File: config.mk
export PLATFORM = sky130hd
export DESIGN_NAME = udp_status_reporter
export DESIGN_NICKNAME = d
export VERILOG_FILES = /design/src/rtl/udp_status_reporter_pkg.sv /design/src/rtl/udp_status_reporter_status_counters.sv /design/src/rtl/udp_status_reporter.sv
export SDC_FILE = /design/constraint.sdc
export NUM_CORES = 1
export LEC_CHECK = 0
export CAP_MARGIN = 10
export CORE_MARGIN = 10
export CORE_UTILIZATION = 50
export DETAILED_ROUTE_END_ITERATION = 10
export PLACE_DENSITY = 0.73
export SYNTH_ARGS = -nofsm -noshare
export SYNTH_HDL_FRONTEND = slang
export SYNTH_HIERARCHICAL = 1
export SYNTH_SLANG_ARGS = --single-unit
File: constraint.sdc
create_clock -name clock -period 7.4 [get_ports clock]
set_input_delay 1.11 -clock clock [delete_from_list [all_inputs] [get_ports clock]]
set_output_delay 1.11 -clock clock [all_outputs]
set_load 0.02 [all_outputs]
File: src/rtl/udp_status_reporter_pkg.sv
// Shared definitions for the UDP status reporter: payload layout, fixed length, FSM states.
// Latency: n/a (declarations only).
// Backpressure: n/a (declarations only).
//
// Contents:
//   MAGIC_DEFAULT  payload word 0 ("LEDC")
//   UDP_LENGTH     fixed payload length in bytes (4 words x 4 bytes)
//   W_*            payload word indices
//   state_t        reporter FSM states
//   snap_t         counter snapshot carried by one packet
//   sat_inc16      saturating 16-bit increment
package udp_status_reporter_pkg;

   localparam logic [31:0] MAGIC_DEFAULT = 32'h4C454443;
   localparam logic [15:0] UDP_LENGTH    = 16'd16;

   localparam logic [1:0] W_MAGIC  = 2'd0;
   localparam logic [1:0] W_SEQ    = 2'd1;
   localparam logic [1:0] W_FRAME  = 2'd2;
   localparam logic [1:0] W_COUNTS = 2'd3;

   typedef enum logic [1:0] {
      ST_IDLE = 2'd0,
      ST_SNAP = 2'd1,
      ST_SEND = 2'd2
   } state_t;

   typedef struct packed {
      logic [31:0] seq;
      logic [31:0] frame_cnt;
      logic [15:0] err_cnt;
      logic [15:0] coal_cnt;
   } snap_t;

   function automatic logic [15:0] sat_inc16(input logic [15:0] v);
      return (v == 16'hFFFF) ? v : v + 16'd1;
   endfunction

endpackage

File: src/rtl/udp_status_reporter_status_counters.sv
// Event counters, heartbeat timer and the send-request (pending) flag for the status reporter.
// Latency: counters and pending update one cycle after the event pulse.
// Backpressure: none; counting never stalls, requests arriving while one is pending are coalesced.
//
// Ports:
//   clock, reset   system clock, async active-high reset
//   frame_done     1-cycle pulse per completed frame
//   pkt_error      1-cycle pulse per dropped/malformed packet
//   pending_clr    clears pending (asserted while the FSM snapshots the counters)
//   frame_cnt      32b wrapping frame counter
//   err_cnt        16b saturating error counter
//   coal_cnt       16b saturating count of frame triggers merged into an outstanding request
//   pending        a status packet has been requested and not yet snapshotted
module udp_status_reporter_status_counters
   import udp_status_reporter_pkg::*;
#(
   parameter int PERIOD_CYCLES = 25_000_000
) (
   input  logic        clock,
   input  logic        reset,
   input  logic        frame_done,
   input  logic        pkt_error,
   input  logic        pending_clr,
   output logic [31:0] frame_cnt,
   output logic [15:0] err_cnt,
   output logic [15:0] coal_cnt,
   output logic        pending
);

   localparam int TIMER_W = (PERIOD_CYCLES > 1) ? $clog2(PERIOD_CYCLES) : 1;
   localparam logic [TIMER_W-1:0] TIMER_MAX = TIMER_W'(PERIOD_CYCLES - 1);

   logic [TIMER_W-1:0] timer;
   logic               heartbeat;

   assign heartbeat = (timer == TIMER_MAX);

   always_ff @(posedge clock or posedge reset) begin
      if (reset) begin
         frame_cnt <= '0;
         err_cnt   <= '0;
         coal_cnt  <= '0;
         timer     <= '0;
         pending   <= 1'b0;
      end else begin
         if (frame_done) begin
            frame_cnt <= frame_cnt + 32'd1;
         end
         // Only frame triggers count as coalesced; heartbeats landing on an
         // outstanding request are silently merged.
         if (frame_done && pending) begin
            coal_cnt <= sat_inc16(coal_cnt);
         end
         if (pkt_error) begin
            err_cnt <= sat_inc16(err_cnt);
         end

         // A frame trigger restarts the heartbeat interval.
         if (frame_done || heartbeat) begin
            timer <= '0;
         end else begin
            timer <= timer + TIMER_W'(1);
         end

         // A new request in the snapshot cycle wins over the clear, so an
         // event arriving then still produces a follow-up packet.
         if (frame_done || heartbeat) begin
            pending <= 1'b1;
         end else if (pending_clr) begin
            pending <= 1'b0;
         end
      end
   end

endmodule

File: src/rtl/udp_status_reporter.sv
// Streams a 4-word UDP status packet (magic, seq, frame count, err/coalesce counts) to the liteeth TX sink.
// Latency: first word valid 2 cycles after a request is pending (IDLE, SNAP); >=1 idle cycle between packets.
// Backpressure: holds data/last while valid & !ready; counters keep running, new requests coalesce.
//
// Ports:
//   clock, reset          system clock, async active-high reset (abandons any packet in flight)
//   frame_done, pkt_error event pulses from the panel writer
//   udp_sink_valid/last   payload word valid / final word of packet
//   udp_sink_ready        TX core accepts the word on valid & ready
//   udp_sink_data         payload word
//   udp_sink_dst_port, udp_sink_ip_address, udp_sink_length, udp_sink_error   constant header fields
module udp_status_reporter
   import udp_status_reporter_pkg::*;
#(
   parameter logic [15:0] DST_PORT      = 16'h1337,
   parameter logic [31:0] DST_IP        = 32'hc0a8b232,
   parameter logic [31:0] MAGIC         = MAGIC_DEFAULT,
   parameter int          PERIOD_CYCLES = 25_000_000
) (
   input  logic        clock,
   input  logic        reset,
   input  logic        frame_done,
   input  logic        pkt_error,
   output logic        udp_sink_valid,
   output logic        udp_sink_last,
   input  logic        udp_sink_ready,
   output logic [15:0] udp_sink_dst_port,
   output logic [31:0] udp_sink_ip_address,
   output logic [15:0] udp_sink_length,
   output logic [31:0] udp_sink_data,
   output logic [3:0]  udp_sink_error
);

   logic [31:0] frame_cnt;
   logic [15:0] err_cnt;
   logic [15:0] coal_cnt;
   logic        pending;
   logic        pending_clr;

   state_t      state;
   snap_t       snap;
   logic [31:0] seq;
   logic [1:0]  word_idx;
   logic [1:0]  next_idx;
   logic [31:0] next_word;

   assign udp_sink_dst_port   = DST_PORT;
   assign udp_sink_ip_address = DST_IP;
   assign udp_sink_length     = UDP_LENGTH;
   assign udp_sink_error      = 4'b0000;

   assign pending_clr = (state == ST_SNAP);

   udp_status_reporter_status_counters #(
      .PERIOD_CYCLES (PERIOD_CYCLES)
   ) u_counters (
      .clock       (clock),
      .reset       (reset),
      .frame_done  (frame_done),
      .pkt_error   (pkt_error),
      .pending_clr (pending_clr),
      .frame_cnt   (frame_cnt),
      .err_cnt     (err_cnt),
      .coal_cnt    (coal_cnt),
      .pending     (pending)
   );

   // Word presented after the current one is accepted; always sourced from
   // the snapshot so events during SEND cannot alter a packet in flight.
   always_comb begin
      next_idx  = word_idx + 2'd1;
      next_word = MAGIC;
      case (next_idx)
         W_SEQ:    next_word = snap.seq;
         W_FRAME:  next_word = snap.frame_cnt;
         W_COUNTS: next_word = {snap.err_cnt, snap.coal_cnt};
         default:  next_word = MAGIC;
      endcase
   end

   always_ff @(posedge clock or posedge reset) begin
      if (reset) begin
         state          <= ST_IDLE;
         snap           <= '0;
         seq            <= '0;
         word_idx       <= W_MAGIC;
         udp_sink_valid <= 1'b0;
         udp_sink_last  <= 1'b0;
         udp_sink_data  <= '0;
      end else begin
         case (state)
            ST_IDLE: begin
               if (pending) begin
                  state <= ST_SNAP;
               end
            end

            ST_SNAP: begin
               snap.seq       <= seq;
               snap.frame_cnt <= frame_cnt;
               snap.err_cnt   <= err_cnt;
               snap.coal_cnt  <= coal_cnt;
               word_idx       <= W_MAGIC;
               udp_sink_valid <= 1'b1;
               udp_sink_last  <= 1'b0;
               udp_sink_data  <= MAGIC;
               state          <= ST_SEND;
            end

            ST_SEND: begin
               if (udp_sink_ready) begin
                  if (word_idx == W_COUNTS) begin
                     udp_sink_valid <= 1'b0;
                     udp_sink_last  <= 1'b0;
                     udp_sink_data  <= '0;
                     seq            <= seq + 32'd1;
                     state          <= ST_IDLE;
                  end else begin
                     word_idx      <= next_idx;
                     udp_sink_data <= next_word;
                     udp_sink_last <= (next_idx == W_COUNTS);
                  end
               end
            end

            default: begin
               udp_sink_valid <= 1'b0;
               udp_sink_last  <= 1'b0;
               state          <= ST_IDLE;
            end
         endcase
      end
   end

endmodule

==> results of run 1 <==
-- logic make-up after synthesis --
group,count (synthesis),synth area share
simple gates,590,0.233
flops,256,0.546
buf+inv,142,0.0684
xor+xnor,104,0.0776
compound gates,98,0.0613
fa+ha+maj,9,0.00959
mux,4,0.00384
other cells,2,0.000640
-- cell type report --
| cell class | instances | area, um2 |
|---|---|---|
| Fill cell | 2066 | 10200 |
| Sequential cell | 256 | 6410 |
| Multi-Input combinational cell | 873 | 4810 |
| Clock buffer | 38 | 787 |
| Timing Repair Buffer | 47 | 448 |
| Tap cell | 319 | 399 |
| Clock inverter | 11 | 145 |
| Inverter | 22 | 88.8 |
-- synth_stat cells, types with 2 or more instances --
master / number / area [um2]
and2_1: 3 / 18.8
clkbuf_1: 41 / 154
and4_1: 11 / 96.3
a21oi_1: 12 / 60.1
buf_1: 4 / 15.0
nor3b_1: 4 / 30.0
nand2b_1: 2 / 12.5
xor2_1: 50 / 438
nand4_2: 2 / 25.0
a21oi_2: 2 / 17.5
nor3_1: 24 / 120
a22o_1: 11 / 96.3
nor2_1: 37 / 139
buf_4: 68 / 510
nor4_2: 3 / 37.5
a22oi_1: 11 / 82.6
nor4b_1: 2 / 17.5
or4_4: 3 / 33.8
nand3b_1: 2 / 15.0
and3_1: 10 / 62.6
clkbuf_2: 2 / 10.0
nand3_1: 53 / 265
nand4_1: 38 / 238
inv_1: 22 / 82.6
conb_1: 2 / 7.51
or4_1: 8 / 60.1
ha_1: 9 / 113
a222oi_1: 21 / 210
nor4_1: 18 / 113
xnor2_1: 54 / 473
o21ai_0: 27 / 135
mux2_2: 4 / 45.0
nand4b_1: 2 / 17.5
buf_2: 4 / 20.0
dfrtp_1: 256 / 6410
nand2_1: 360 / 1350
o31ai_1: 8 / 60.1
-- per-stage QoR --
step	utilization	setup WS [ps]
5_1_grt	0.563	4240
2_1_floorplan	-	1800
3_5_place_dp	0.522	3960
4_1_cts	0.563	4510
6_report	0.563	4500
3_3_place_gp	0.522	4040
-- layout by cell type, fill, tap and decap left out, types with 37 or more instances in the layout --
master and count:
nand2_1 360, dfrtp_1 256, conb_1 68, xnor2_1 54, nand3_1 53, xor2_1 50
nand4_1 38, clkdlybuf4s50_1 38, nor2_1 37
-- registers in the layout, summed over array words and instances, names as in the netlist, 2 cells and up --
register	count
u_counters/coal_cnt	16
state	2
udp_sink_data	32
u_counters/err_cnt	16
seq	32
snap	96
u_counters/frame_cnt	32
u_counters/timer	25
word_idx	2
-- how the worst max path moves through the flow --
stage	from	to	slack [ps]
2_1_floorplan	reset	seq[0]$_DFFE_PP0P_	1800
3_3_place_gp	udp_sink_ready	seq[31]$_DFFE_PP0P_	4040
3_5_place_dp	udp_sink_ready	seq[31]$_DFFE_PP0P_	3960
4_1_cts	udp_sink_ready	seq[31]$_DFFE_PP0P_	4510
5_1_grt	udp_sink_ready	seq[31]$_DFFE_PP0P_	4240
6_report	udp_sink_ready	seq[31]$_DFFE_PP0P_	4500
-- where the power goes --
part	leakage, uW	internal [uW]	switching, uW	total (uW)
sequential	0.00343	1590	185	1780
clock	0.000456	846	559	1410
combinational	0.00240	298	626	924
total	0.00629	2730	1370	4100
-- routing by layer --
layer  track usage  up-vias  share of wire
met5             0        -              0
met3        0.0279       43          0.050
met2         0.295      182           0.49
li1              -     4016              -
met1         0.231     4205           0.44
met4        0.0481        0          0.024
-- worst max-delay path: cells and delay by family --
family / cells / cell delay, ps
and+or+nand+nor: 3 / 1370
buffers and inverters: 1 / 660
xor gates and xnor gates: 1 / 190
==> impl_metrics.tcl, run 1 <==
set metrics [dict create \
    reg2reg_depth 5 \
    avgRoutedWirePerCell_um 17.2 \
    firstDrtPassIters 9 \
    cp_slowest_cell "nor4_1" \
    dieArea_mm2 0.0300 \
    min_path_cells 2 \
    num_antenna_cells 0 \
    syn_avg_cell_area_um2 9.74 \
    tightest_slew_ps 1070 \
    grt_pass1_wl_um 44400 \
    vias 8446 \
    core_mm2 0.0233 \
    place.gp.congestion 0.846 \
    drive_gt1_frac 0.0642 \
    yosys.cell_types.count 52 \
    worstPathCellList "clkdlybuf4s50_1 > nand4b_2 > nor4_1 > nand4_1 > xnor2_1" \
    period_share 0.392 \
    cts_tree "done" \
    synthesis.area_mm2 0.0117 \
    numCtsBuffers 27 \
    finClkSkew_ps 12.0 \
    io_buffer_count 38 \
    finalMaxSlewViolations 0 \
    rsz0062_at_grt "false" \
    r2r_setup_slack_ps 5080 \
    outcome "completed" \
    die_width_um 173 \
    synth_edf_count 0 \
    setup_viol 0 \
    cp.required_ps 7820 \
    power_uw 4100 \
    viasPerCell 5.39 \
    final_nets 1241 \
    yosysSeqAreaShare 0.546 \
    numClockSinks 256 \
    path_class "in2reg" \
    cts_resized 0 \
    grt.overflow.total 0 \
    ys_seq_elements 256 \
    hold_ws_ps 467 \
    min_period_ps 2900 \
    ys.flop_type "dfrtp_1" \
    drc 0 \
    arrival_ps 3320 \
    critPathMaxStageDelay_ps 820 \
    post_dp_cell_area_mm2 0.0122 \
    ant_nets 0 \
    wirelength_um 26900 \
    post-cts-setup-buffers 0 \
    yosysWarningCount 6 \
    antenna_found_initial 0 \
    tns_ps 0 \
    first_iter_violations 740 \
    num_rows 56 \
    clock_path_buffers 3 \
    die_y_um 173 \
    p_leak_uw 0.00629 \
    timing.fmax_mhz 345 \
    p_per_area_mw_per_mm2 314 \
    start_kind "input port" \
    syn2layout_area_growth_pct 11.5 \
    start_util 0.505 \
    reg2reg_to "seq[31]$_DFFE_PP0P_" \
    async_reset_ff_frac 1.00 \
    clk_pin_slew_ps 60 \
    clockRootBuffer "clkbuf_16" \
    hold_violations 0 \
    holdPathEnd "snap[46]$_DFFE_PP0N_" \
    hold_path_class "reg2reg" \
    io_pins 107 \
    dpl.hpwl_um 17500 \
    layout.cells.non_filler 1566 \
    end_kind "flop" \
    h-tree-depth 1 \
    relSlewSlack 0.288 \
    track_usage 0.175 \
    grt_pass1_vias 8415 \
    dp.cells 1517 \
    drv_cap 0 \
    clkLatencyLatePin_ps 540 \
    cp_max_fo 8 \
    cts_hold_buf 0 \
    finalInstanceArea_mm2 0.0131 \
    peakVddDrop_uv 198 \
    grt_max_degree 109 \
    synthCells 1205 \
    worstHoldStart "u_counters/frame_cnt[14]$_DFFE_PP0P_" \
    r2r-start "word_idx[0]$_DFFE_PP0P_" \
]
Note: power is estimated with default switching activity, not from simulation.
==> run 2: changes to the inputs <==
clock period = 3 ns   (was 7.4 ns; I/O delays follow)
==> run 2 against run 1 <==
Worst setup slack worse by 3700 ps. Clock skew is 9.7 ps higher. Total power is 150% higher. Sequential share of layout area is 0.64 points lower. Register-to-register slack worse by 4300 ps. Routed wire length is 0.33% higher. Utilization is 0.74 points higher. Cell count is 0.96% higher. Critical path depth is 1 lower. Worst hold slack worse by 180 ps. Final area is 1.3% higher. Highest routed layer unchanged.
==> impl_metrics.tcl, run 2 (synthesized netlist as in run 1, its figures left out) <==
set metrics [dict create \
    outcome "completed" \
    finClkSkew_ps 21.7 \
    critPathMaxStageDelay_ps 770 \
    peakVddDrop_uv 386 \
    tightest_slew_ps 809 \
    p_leak_uw 0.00638 \
    start_util 0.505 \
    clock_path_buffers 3 \
    multi_input_area_mm2 0.00480 \
    p_per_area_mw_per_mm2 768 \
    drv_cap 0 \
    io_pins 107 \
    grt_max_degree 51 \
    grt_pass1_vias 8310 \
    period_share 0.731 \
    r2r_setup_slack_ps 810 \
    cp_max_fo 10 \
    power_uw 10200 \
    cts_tree "done" \
    relSlewSlack 0.460 \
    track_usage 0.174 \
    dieArea_mm2 0.0300 \
    clk_pin_slew_ps 60 \
    cts_hold_buf 0 \
    numCtsBuffers 28 \
    start_kind "flop" \
    end_kind "flop" \
    num_antenna_cells 0 \
    viasPerCell 5.42 \
    first_iter_violations 789 \
    timing.critical_path.to "u_counters/frame_cnt[31]$_DFFE_PP0P_" \
    cp_slowest_cell "or4_1" \
    regMostFlops "snap" \
    syn2layout_area_growth_pct 12.9 \
    tns_ps 0 \
    final_nets 1256 \
    rsz0062_at_grt "false" \
    r2r-start "u_counters/frame_cnt[10]$_DFFE_PP0P_" \
    clkLatencyLatePin_ps 530 \
    die_width_um 173 \
    seq_area_mm2 0.00641 \
    io_buffer_count 38 \
    clockRootBuffer "clkbuf_16" \
    drc 0 \
    post-cts-setup-buffers 0 \
    avgRoutedWirePerCell_um 17.0 \
    grt_pass1_wl_um 43900 \
    cp.required_ps 3460 \
    h-tree-depth 1 \
    drive_gt1_frac 0.0713 \
    path_class "reg2reg" \
    die_y_um 173 \
    crit_start "u_counters/frame_cnt[10]$_DFFE_PP0P_" \
    finalMaxSlewViolations 0 \
    final_common_cell "nand2_1" \
    antenna_found_initial 0 \
    reg2reg_to "u_counters/frame_cnt[31]$_DFFE_PP0P_" \
    arrival_ps 2650 \
    num_rows 56 \
    wirelength_um 26900 \
    grt.overflow.total 0 \
    setup_viol 0 \
    hold_violations 0 \
    fillCellCount 2085 \
    layout_common_cells "nand2_1 (360), dfrtp_1 (256), conb_1 (68), xnor2_1 (54), nand3_1 (53)" \
    numClockSinks 256 \
    place.gp.congestion 0.853 \
    hold_path_class "in2async" \
    timing.fmax_mhz 456 \
    dpl.hpwl_um 18700 \
    cts_resized 0 \
    worstPathCellList "nand4_1 > or4_1 > nor4_1 > xor2_1" \
    largest_reg_flops 96 \
    utilization 0.570 \
    vias 8564 \
    ant_nets 0 \
    firstDrtPassIters 6 \
    core_mm2 0.0233 \
    min_period_ps 2190 \
    reg2reg_depth 4 \
]
## run 2: cell count changes in the layout (fill, tap and decap cells not counted), sizes merged
cell,before,now
buf,9,23
clkbuf,38,43
clkinv,6,5
clkinvlp,2,1
inv,22,20
## run 2: worst max-delay path, delay by kind of cell, from the launching register on
kind,cells,cell delay (ps)
simple gates,3,1500
xor+xnor,1,190
flops,1,440
## run 2: worst min-delay path by stage
stage / start / endpoint / slack (ps) / depth (start not counted)
3_3_place_gp: u_counters/frame_cnt[14]$_DFFE_PP0P_ / snap[46]$_DFFE_PP0N_ / 450 / 2
6_report: reset / u_counters/coal_cnt[10]$_DFFE_PP0P_ / 280 / 2
4_1_cts: reset / u_counters/coal_cnt[10]$_DFFE_PP0P_ / 280 / 2
3_5_place_dp: u_counters/frame_cnt[31]$_DFFE_PP0P_ / u_counters/frame_cnt[31]$_DFFE_PP0P_ / 460 / 1
5_1_grt: reset / u_counters/coal_cnt[8]$_DFFE_PP0P_ / 310 / 2
2_1_floorplan: u_counters/frame_cnt[14]$_DFFE_PP0P_ / snap[46]$_DFFE_PP0N_ / 440 / 2
## run 2: final cells by class
| class | instances | area share |
|---|---|---|
| multi-input combinational | 873 | 0.362 |
| clock inverter | 7 | 0.00831 |
| tap | 319 | 0.0301 |
| sequential | 256 | 0.483 |
| timing repair buffer | 61 | 0.0464 |
| inverter | 22 | 0.00661 |
| clock buffer | 43 | 0.0632 |
## run 2: where the power goes
group          total [uW]  internal [uW]  switching (uW)
clock network        3500           2170            1330
registers            4360           3930             436
logic                2320            788            1530
## run 2: per-stage QoR
stage	hold slack [ps]	setup slack [ps]	instance area (um2)	instances
after floorplan	439	215	12000	1271
after global placement	446	558	12300	1531
after detailed placement	460	538	12300	1531
after CTS	279	809	13300	1581
after global routing	311	706	13300	1581
final	284	806	13300	1581
## run 2: routing by layer
layer / global-route usage / routed length, um / vias to the layer above / share of wire
met4: 0.0478 / 580 / 0 / 0.022
met5: 0 / 0 / - / 0
li1: - / - / 4043 / -
met3: 0.0316 / 1460 / 40 / 0.054
met2: 0.294 / 13500 / 231 / 0.50
met1: 0.225 / 11400 / 4250 / 0.42
==> run 3: changes to the inputs <==
PLACE_DENSITY = 0.76   (was 0.73)
clock period = 1.95 ns   (was 3 ns; I/O delays follow)
==> run 3 against run 2 <==
Utilization grew 1.2 points. Routed wire length up 2.8%. Sequential power rose by 54%. Worst hold slack lost 29 ps. Final area grew 2.1%. First-iteration DRC count is 2.3% higher. Die area is the same. Register-to-register slack lost 720 ps. Global-route usage up 0.59 points. Total power up 49%. Combinational power increased by 63%. Cell count increased by 3.0%.
==> impl_metrics.tcl, run 3 (synthesized netlist as in run 1, its figures left out) <==
set metrics [dict create \
    wirelength_um 27700 \
    drive_gt1_frac 0.108 \
    tightest_slew_ps 640 \
    largest_reg_flops 96 \
    clock_path_buffers 3 \
    post-cts-setup-buffers 0 \
    die_width_um 173 \
    hold_path_class "in2async" \
    setup_ws_ps 61.2 \
    multi_input_area_mm2 0.00483 \
    grt_pass1_wl_um 45700 \
    finClkSkew_ps 12.2 \
    reg2reg_depth 4 \
    p_leak_uw 0.00657 \
    dp_slack_ps -35.7 \
    r2r-start "u_counters/timer[13]$_DFF_PP0_" \
    grt_max_degree 91 \
    final_common_cell "nand2_1" \
    clk_pin_slew_ps 60 \
    finalMaxSlewViolations 0 \
    peakVddDrop_uv 676 \
    hold_violations 0 \
    first_iter_violations 807 \
    syn2layout_area_growth_pct 15.3 \
    die_y_um 173 \
    critPathMaxStageDelay_ps 640 \
    antenna_found_initial 0 \
    fillCellCount 1983 \
    hold_ws_ps 256 \
    final_nets 1308 \
    clockRootBuffer "clkbuf_16" \
    cp.required_ps 1660 \
    clkLatencyLatePin_ps 520 \
    power_uw 15100 \
    h-tree-depth 1 \
    regMostFlops "snap" \
    numClockSinks 256 \
    firstDrtPassIters 5 \
    start_kind "flop" \
    path_class "reg2out" \
    worstPathCellList "clkdlybuf4s50_1" \
    viasPerCell 5.43 \
    tns_ps 0 \
    min_period_ps 1890 \
    drc 0 \
    num_antenna_cells 0 \
    cts_hold_buf 0 \
    rsz0062_at_grt "false" \
    numCtsBuffers 27 \
    vias 8852 \
    layout_common_cells "nand2_1 (360), dfrtp_1 (256), buf_4 (69), conb_1 (68), xnor2_1 (54)" \
    num_rows 56 \
    outcome "completed" \
    io_buffer_count 38 \
    place.gp.congestion 0.877 \
    cts_tree "done" \
    relSlewSlack 0.573 \
    seq_area_mm2 0.00641 \
    p_per_area_mw_per_mm2 1120 \
    reg2reg_to "u_counters/timer[24]$_DFF_PP0_" \
    cp_max_fo 2 \
    timing.fmax_mhz 529 \
    dieArea_mm2 0.0300 \
    setup_viol 0 \
    arrival_ps 1600 \
    timing.critical_path.buf_inv 1 \
    period_share 0.969 \
    r2r_setup_slack_ps 90 \
    grt.overflow.total 0 \
    cts_resized 0 \
    track_usage 0.180 \
    drv_cap 0 \
    core_mm2 0.0233 \
    cp_top_family "buffers and inverters" \
    avgRoutedWirePerCell_um 17.0 \
    io_pins 107 \
    cp_slowest_cell "clkdlybuf4s50_1" \
    grt_pass1_vias 8840 \
    dpl.hpwl_um 19500 \
    end_kind "output port" \
    start_util 0.505 \
    ant_nets 0 \
]
-- run 3: changes by cell type in the layout (fill, tap and decap cells not counted), moves of 2 or more --
| cell | previous run | this run |
|---|---|---|
| or4_4 | 3 | 5 |
| or4_1 | 8 | 6 |
| clkbuf_8 | 6 | 4 |
| buf_4 | 18 | 69 |
| bufinv_16 | 3 | 0 |
| clkbuf_16 | 29 | 27 |
-- run 3: worst max path at each step --
stage,start,endpoint,cells past startpoint
final,udp_sink_data[5]$_DFFE_PP0P_,udp_sink_data[5],1
after detailed placement,udp_sink_ready,seq[21]$_DFFE_PP0P_,6
after CTS,u_counters/timer[13]$_DFF_PP0_,u_counters/timer[24]$_DFF_PP0_,4
after global routing,u_counters/timer[13]$_DFF_PP0_,u_counters/timer[24]$_DFF_PP0_,4
after global placement,udp_sink_ready,seq[12]$_DFFE_PP0P_,7
after floorplan,reset,seq[0]$_DFFE_PP0P_,1
-- run 3: layout make-up --
class,count,area share
clock buffers,40,0.0565
well taps,319,0.0295
repair buffers,113,0.0752
flip-flops and latches,256,0.473
clock inverters,5,0.00185
multi-input cells,874,0.357
inverters,22,0.00665
-- run 3: through the flow --
stage          utilization  instances  area (um2)
6_report             0.582       1629       13500
5_1_grt              0.582       1629       13500
4_1_cts              0.581       1628       13500
3_5_place_dp         0.547       1583       12700
3_3_place_gp         0.547       1583       12700
2_1_floorplan            -       1271       12000
-- run 3: per-layer routing --
| layer | vias up | part of all wire | track usage |
|---|---|---|---|
| met1 | 4380 | 0.41 | 0.221 |
| met5 | - | 0 | 0 |
| met4 | 0 | 0.030 | 0.0589 |
| li1 | 4142 | - | - |
| met2 | 274 | 0.50 | 0.313 |
| met3 | 56 | 0.058 | 0.0335 |
-- run 3: report_power, final --
part           total [uW]  internal, uW  switching [uW]  leakage [uW]
Sequential           6700          6040             655       0.00343
Combinational        3790          1370            2430       0.00275
Clock                4630          2680            1950      0.000392
Total               15100         10100            5030       0.00657
